**config.mk**
```make
export PLATFORM = sky130hd
export DESIGN_NAME = hazard_sequencer
export DESIGN_NICKNAME = d
export VERILOG_FILES = /design/src/rtl/hazard_sequencer.sv
export SDC_FILE = /design/constraint.sdc
export NUM_CORES = 1
export LEC_CHECK = 0
export CAP_MARGIN = 20
export CORE_UTILIZATION = 61
export DETAILED_ROUTE_END_ITERATION = 10
export DONT_BUFFER_PORTS = 1
export PLACE_DENSITY = 0.77
export SLEW_MARGIN = 25
export SYNTH_ARGS = -nofsm -noshare
export SYNTH_HDL_FRONTEND = slang
export SYNTH_SLANG_ARGS = --single-unit
```
**constraint.sdc**
```tcl
create_clock -name clk_i -period 2.5 [get_ports clk_i]
set_input_delay 0.625 -clock clk_i [delete_from_list [all_inputs] [get_ports clk_i]]
set_output_delay 0.625 -clock clk_i [all_outputs]
set_load 0.01 [all_outputs]
```
**src/rtl/hazard_sequencer.sv**
```systemverilog
// hazard_sequencer: pipeline stall/flush control for load-use, taken branches and slow data memory.
module hazard_sequencer #(
  parameter int TIMEOUT = 15
) (
  input  logic        clk_i,
  input  logic        rst_i,
  input  logic [4:0]  id_rs_i,
  input  logic [4:0]  id_rt_i,
  input  logic        ex_memread_i,
  input  logic [4:0]  ex_wbreg_i,
  input  logic        mem_branch_i,
  input  logic        dmem_req_i,
  input  logic        dmem_ready_i,
  output logic        pc_write_o,
  output logic        ifid_write_o,
  output logic        pipe_en_o,
  output logic        ifid_flush_o,
  output logic        idex_flush_o,
  output logic        exmem_flush_o,
  output logic [1:0]  state_o,
  output logic [15:0] stall_cnt_o,
  output logic        mem_err_o
);
  typedef enum logic [1:0] {RUN = 2'd0, MEM_WAIT = 2'd1, BR_FLUSH = 2'd2} state_t;
  localparam logic [3:0] TO = 4'(TIMEOUT);
  state_t state, state_nxt;
  logic [3:0] wait_cnt, wait_inc;
  logic load_use, mem_wait;
  assign load_use = ex_memread_i & (ex_wbreg_i != 5'd0) &
                    ((ex_wbreg_i == id_rs_i) | (ex_wbreg_i == id_rt_i));
  assign mem_wait = dmem_req_i & ~dmem_ready_i;
  assign wait_inc = (wait_cnt == 4'hF) ? 4'hF : wait_cnt + 4'd1;
  assign state_o  = state;
  always_comb begin
    state_nxt     = state;
    pc_write_o    = 1'b1;
    ifid_write_o  = 1'b1;
    pipe_en_o     = 1'b1;
    ifid_flush_o  = 1'b0;
    idex_flush_o  = 1'b0;
    exmem_flush_o = 1'b0;
    case (state)
      RUN:
        if (mem_wait) begin
          {pc_write_o, ifid_write_o, pipe_en_o} = 3'b000;
          state_nxt = MEM_WAIT;
        end else if (mem_branch_i) begin
          {ifid_flush_o, idex_flush_o, exmem_flush_o} = 3'b111;
          state_nxt = BR_FLUSH;
        end else if (load_use) begin
          {pc_write_o, ifid_write_o, idex_flush_o} = 3'b001;
        end
      MEM_WAIT:
        if (!dmem_ready_i) {pc_write_o, ifid_write_o, pipe_en_o} = 3'b000;
        else state_nxt = RUN;
      BR_FLUSH:
        if (mem_wait) begin
          {pc_write_o, ifid_write_o, pipe_en_o} = 3'b000;
          state_nxt = MEM_WAIT;
        end else begin
          ifid_flush_o = 1'b1;
          state_nxt = RUN;
        end
      default: state_nxt = RUN;
    endcase
  end
  always_ff @(posedge clk_i or negedge rst_i) begin
    if (!rst_i) begin
      state       <= RUN;
      wait_cnt    <= 4'd0;
      stall_cnt_o <= 16'd0;
      mem_err_o   <= 1'b0;
    end else begin
      state <= state_nxt;
      if (!pc_write_o && stall_cnt_o != 16'hFFFF) stall_cnt_o <= stall_cnt_o + 16'd1;
      if (state != MEM_WAIT && state_nxt == MEM_WAIT) wait_cnt <= 4'd0;
      else if (state == MEM_WAIT) wait_cnt <= wait_inc;
      if (state == MEM_WAIT && wait_inc == TO) mem_err_o <= 1'b1;
    end
  end
endmodule

```
==> flow_summary_export.csv, run 1 <==
group,metric,value,unit
synth,synthCells,134,
worst_setup_path,start_kind,"flop",
synth,synth-async-reset-ratio,100,%
sta,rsz0062_at_grt,"false",
power_and_ir_drop,power.internal,0.604,mW
drt,dr.pass1.iters,4,
synth,synth_seq_cells,23,
layout,layout_common_cells,"dfrtp_1, xnor2_1, xor2_1, nor2_1, nand3_1",
power_and_ir_drop,combPwrFrac,22.9,%
clock_network,clock_latency,0.30,ns
die,rows,16,
sta,timing.final.max_slew_violations,0,
worst_setup_path,rrSetupSlack,0.46,ns
power_and_ir_drop,swShare,34.2,%
clock_network,cts_buffers,3,
die,fp.coreArea,0.00202,mm2
drt,wl_per_cell,15.6,um
die,dieArea,0.00239,mm2
placement,io_buffers,0,
drt,drcViolationCount,0,
drt,via_count,1032,
layout,diodes,0,
synth,syn_area,0.00134,mm2
synth,syn_area_per_cell,10.0,um2
sta,hold_viol_final,0,
sta,clock_skew,0.00200,ns
drt,antenna_left,0,
synth,synth_edf_count,0,
die,die_h,48.9,um
global_routing,grt_pass1_vias,1043,
sta,setup_viol,0,
clock_network,htree_levels,1,
layout,nets,162,
synth,ys_types,41,
worst_setup_path,cp.required,1.88,ns
worst_setup_path,cp.arrival,1.72,ns
worst_setup_path,crit_type,"flop to primary output",
placement,dpl_worst_slack,0.154,ns
worst_setup_path,regToRegEndpoint,"stall_cnt_o[1]",
clock_network,root_buffer,"clkbuf_4",
synth,syn_nets,157,
global_routing,grt_pass1_wl,4470,um
sta,maxSlewHeadroom,59.1,%
power_and_ir_drop,cellLeakagePower,0.586,nW
drt,drtIter0Drc,21,
status,outcome,"completed",
placement,dpl.hpwl,1980,um
power_and_ir_drop,seq_power_share,58.5,%
clock_network,cts_setup_buffers,0,
global_routing,gr-total-overflow,0,
worst_setup_path,cp-end-kind,"primary output",
sta,setup_ws,0.158,ns
clock_network,path_clk_slew,0.12,ns
power_and_ir_drop,ir_drop,0.490,mV
clock_network,cts_buffer_depth,2,
drt,wirelength,2570,um
power_and_ir_drop,p_total,0.917,mW
synth,synthFlopType,"dfrtp_1",
power_and_ir_drop,power.density,661,mW/mm2
layout,syn_to_final_growth,3.55,%
die,die_w,48.9,um
flow_run,cap_violations,0,
layout,final_common_cell,"dfrtp_1",
clock_network,cts_tree,"done",
sta,min_period_over_period,93.7,%
clock_network,clock-sinks,23,
sta,timing.fmax,427,MHz
sta,fin_crit,2.34,ns
placement,place.gp.congestion,0.744,
worst_setup_path,r2r-start,"state_o[0]",
die,start_util,66.3,%
global_routing,grt_util_all_layers,23.9,%
sta,tightest_slew,0.606,ns
die,ios,46,
global_routing,grt_max_degree,24,
sta,finalSetupTns,0,ns
min_path,hp-class,"input port to async pin",
power_and_ir_drop,p_switching,0.313,mW
power_and_ir_drop,p_clk_share,18.6,%
worst_setup_path,cp_max_fo,10,
synth,ys_warn_count,0,
drt,viasPerCell,6.25,
layout,drive_gt1_share,12.3,%
worst_setup_path,rr_worst_depth,5,
synth,synth_seq_area_share,43.0,%
global_routing,grt_antenna_before_repair,0,
## what timing repair did
item	CTS	global route
hold buffers	1	0
hold endpoints to repair	23	0
gates resized for setup	0	0
## flip-flops by register name (all words and copies together) (netlist names)
| signal | cells |
|---|---|
| stall_cnt_o | 16 |
| wait_cnt | 4 |
| state_o | 2 |
| mem_err_o | 1 |
## routing by layer
layer / GRT usage [%] / routed length [um] / up-vias
met5: 0 / 0 / -
met4: 5.88 / 19 / 0
met3: 4.36 / 122 / 4
met2: 42.6 / 1320 / 30
met1: 29.8 / 1110 / 520
li1: - / - / 478
## worst max-delay path by stage
stage	startpoint	end	slack (ns)
2_1_floorplan	ex_wbreg_i[1]	pc_write_o	0.02
3_3_place_gp	ex_wbreg_i[1]	idex_flush_o	0.20
3_5_place_dp	ex_wbreg_i[1]	idex_flush_o	0.15
4_1_cts	state_o[0]	pc_write_o	0.15
5_1_grt	ex_wbreg_i[1]	idex_flush_o	0.09
6_report	state_o[0]	pc_write_o	0.16
## through the flow
stage	instances	cell area (um2)	utilization, %	hold slack [ns]
detailed placement	160	1360	67.1	0.330
CTS	165	1390	68.9	0.462
global route	165	1390	68.6	0.296
floorplan	134	1340	-	0.329
finish	165	1390	68.6	0.271
global placement	160	1360	67.1	0.330
## synthesized netlist by cell type, types with 2 or more instances
master	count	area share (%)
dfrtp_1	23	43
o21ai_0	3	1.1
a31oi_1	4	1.9
xor2_1	10	6.5
xnor2_1	13	8.5
a21o_1	2	1.1
nand2_1	5	1.4
ha_1	2	1.9
nor4b_1	2	1.3
inv_1	5	1.4
or3_1	2	0.93
nor2_1	9	2.5
nor3b_1	2	1.1
o22ai_1	2	0.93
nand3_1	7	2.6
a21oi_1	3	1.1
nor3_1	4	1.5
and3_1	3	1.4
buf_4	2	1.1
nand4_1	6	2.8
nor2b_1	2	0.93
nand2b_1	4	1.9
## cells by family (layout without fill, tap and decap cells)
family                     after synthesis  after routing  synth area share (%)
muxes                                    2              2                  1.96
AOI/OAI and AO/OA                       18             18                  8.87
buffers and inverters                    9             13                  4.39
adders and majority gates                2              2                  1.87
and+or+nand+nor                         57             57                  24.9
xor gates and xnor gates                23             23                  15.0
DFF                                     23             23                  43.0
## worst max-delay path: stages (launching register included)
cell     delay [ns]
dfrtp_1        0.52
or4_4          0.60
o21ai_4        0.19
inv_2          0.10
## power by group through the flow
| stage | clock network, mW | registers, mW | logic [mW] |
|---|---|---|---|
| floorplan | 0 | 0.520 | 0.181 |
| global placement | 0 | 0.539 | 0.194 |
| detailed placement | 0 | 0.543 | 0.205 |
| CTS | 0.174 | 0.537 | 0.213 |
| global route | 0.185 | 0.548 | 0.237 |
| finish | 0.170 | 0.536 | 0.210 |
## cell type report
cell class              instances  area, um2
inverters                       5       18.8
flip-flops and latches         23        576
well taps                      27       33.8
repair buffers                  4       27.5
clock buffers                   4       26.3
multi-input cells             102        706
fillers                       172        634
Power figures use the tool's default switching activity.
==> inputs of run 2 (changes only) <==
- PLACE_DENSITY: 0.77 -> 0.88
==> run 2 against run 1 <==
- maximum frequency grew 1.1%
- non-clock buffer count shrank 1
- critical endpoint unchanged
- routed wire length shrank 2.8%
- critical path type unchanged
==> flow_summary_export.csv, run 2 (synthesis gave the netlist of run 1 again) <==
group,metric,value,unit
global_routing,grt_pass1_wl,4080,um
layout,n_fill_cell,149,
worst_setup_path,cp.required,1.88,ns
clock_network,cts_tree,"done",
clock_network,cts-resized-gates,0,
die,die_h,48.9,um
global_routing,gr-total-overflow,0,
placement,dpl_worst_slack,0.206,ns
sta,maxSlewHeadroom,62.7,%
clock_network,htree_levels,1,
layout,regMostFlops,"stall_cnt_o",
sta,rsz0062_at_grt,"false",
sta,setup_viol,0,
layout,drive_gt1_share,12.4,%
layout,nets,161,
drt,dr.pass1.iters,4,
sta,hold_ws,0.253,ns
sta,fin_crit,2.32,ns
worst_setup_path,rr_worst_depth,5,
global_routing,grt_pass1_vias,958,
power_and_ir_drop,cellLeakagePower,0.584,nW
sta,min_period_over_period,92.7,%
layout,multi_input_area,706,um2
power_and_ir_drop,power.density,670,mW/mm2
sta,hold_viol_final,0,
clock_network,cts_setup_buffers,0,
worst_setup_path,crit_type,"flop to primary output",
sta,tightest_slew,0.552,ns
clock_network,clock-sinks,23,
worst_setup_path,cp-end-kind,"primary output",
clock_network,ctsHoldBuffers,1,
layout,final_common_cell,"dfrtp_1",
clock_network,path_clk_slew,0.14,ns
drt,via_count,989,
die,dieArea,0.00239,mm2
placement,dpl.hpwl,1870,um
drt,wl_per_cell,15.3,um
die,ios,46,
worst_setup_path,cp.arrival,1.69,ns
sta,clock_skew,0.00804,ns
placement,io_buffers,0,
flow_run,cap_violations,0,
layout,diodes,0,
drt,drcViolationCount,0,
global_routing,grt_antenna_before_repair,0,
clock_network,root_buffer,"clkbuf_4",
layout,layout_common_cells,"dfrtp_1, xnor2_1, xor2_1, nor2_1, nand3_1",
placement,place.gp.congestion,0.796,
sta,setup_ws,0.182,ns
clock_network,cts_buffers,3,
sta,finalSetupTns,0,ns
clock_network,cts_buffer_depth,2,
worst_setup_path,start_kind,"flop",
drt,wirelength,2500,um
global_routing,grt_util_all_layers,22.5,%
clock_network,clock_latency,0.32,ns
die,rows,16,
layout,syn_to_final_growth,3.08,%
global_routing,grt_max_degree,24,
drt,viasPerCell,6.03,
sta,timing.fmax,431,MHz
layout,regArea,576,um2
drt,drtIter0Drc,19,
die,start_util,66.3,%
sta,timing.final.max_slew_violations,0,
min_path,hp-class,"input port to async pin",
drt,antenna_left,0,
die,die_w,48.9,um
die,fp.coreArea,0.00202,mm2
status,outcome,"completed",
worst_setup_path,cp_max_fo,10,
layout,largest_reg_flops,16,
power_and_ir_drop,ir_drop,0.587,mV
## run 2: area by class of cell
type / count / area share, %
Clock buffer: 3 / 1.63
Clock inverter: 1 / 0.362
Inverter: 5 / 1.36
Multi-Input combinational cell: 102 / 51.1
Sequential cell: 23 / 41.7
Tap cell: 27 / 2.45
Timing Repair Buffer: 3 / 1.45
## run 2: power breakdown
part	total [mW]	switching [mW]	internal (mW)
Clock	0.177	0.118	0.0599
Sequential	0.535	0.102	0.433
Combinational	0.214	0.104	0.109
Total	0.926	0.324	0.602
## run 2: through the flow
stage	utilization, %	cell area (um2)	instances	power (mW)
after floorplan	-	1340	134	0.700
after global placement	66.7	1350	159	0.730
after detailed placement	66.7	1350	159	0.749
after CTS	68.6	1390	164	0.930
after global routing	68.3	1380	164	0.983
final	68.3	1380	164	0.926
## run 2: path summary, 6_finish.rpt
path / startpoint / end / slack [ns]
min in group clk_i: mem_branch_i / state_o[1] / 0.46
max in group asynchronous: rst_i / stall_cnt_o[2] / 1.91
worst min-delay path: rst_i / stall_cnt_o[1] / 0.25
worst min register to register: mem_err_o / mem_err_o / 0.55
worst max register to register: stall_cnt_o[1] / stall_cnt_o[1] / 0.39
worst max-delay path: state_o[0] / pc_write_o / 0.18
## run 2: layer usage
| layer | vias to the layer above | GRT usage [%] | part of all wire [%] |
|---|---|---|---|
| met3 | 7 | 5.61 | 5.5 |
| met2 | 46 | 38.4 | 50 |
| met4 | 0 | 11.3 | 1.9 |
| met1 | 460 | 26.1 | 42 |
| met5 | - | 0 | 0 |
| li1 | 476 | - | - |
## run 2: critical path: stages, from the launching register on
cell and delay [ns]:
dfrtp_1 0.52, or4_4 0.59, o21ai_4 0.18, inv_2 0.09
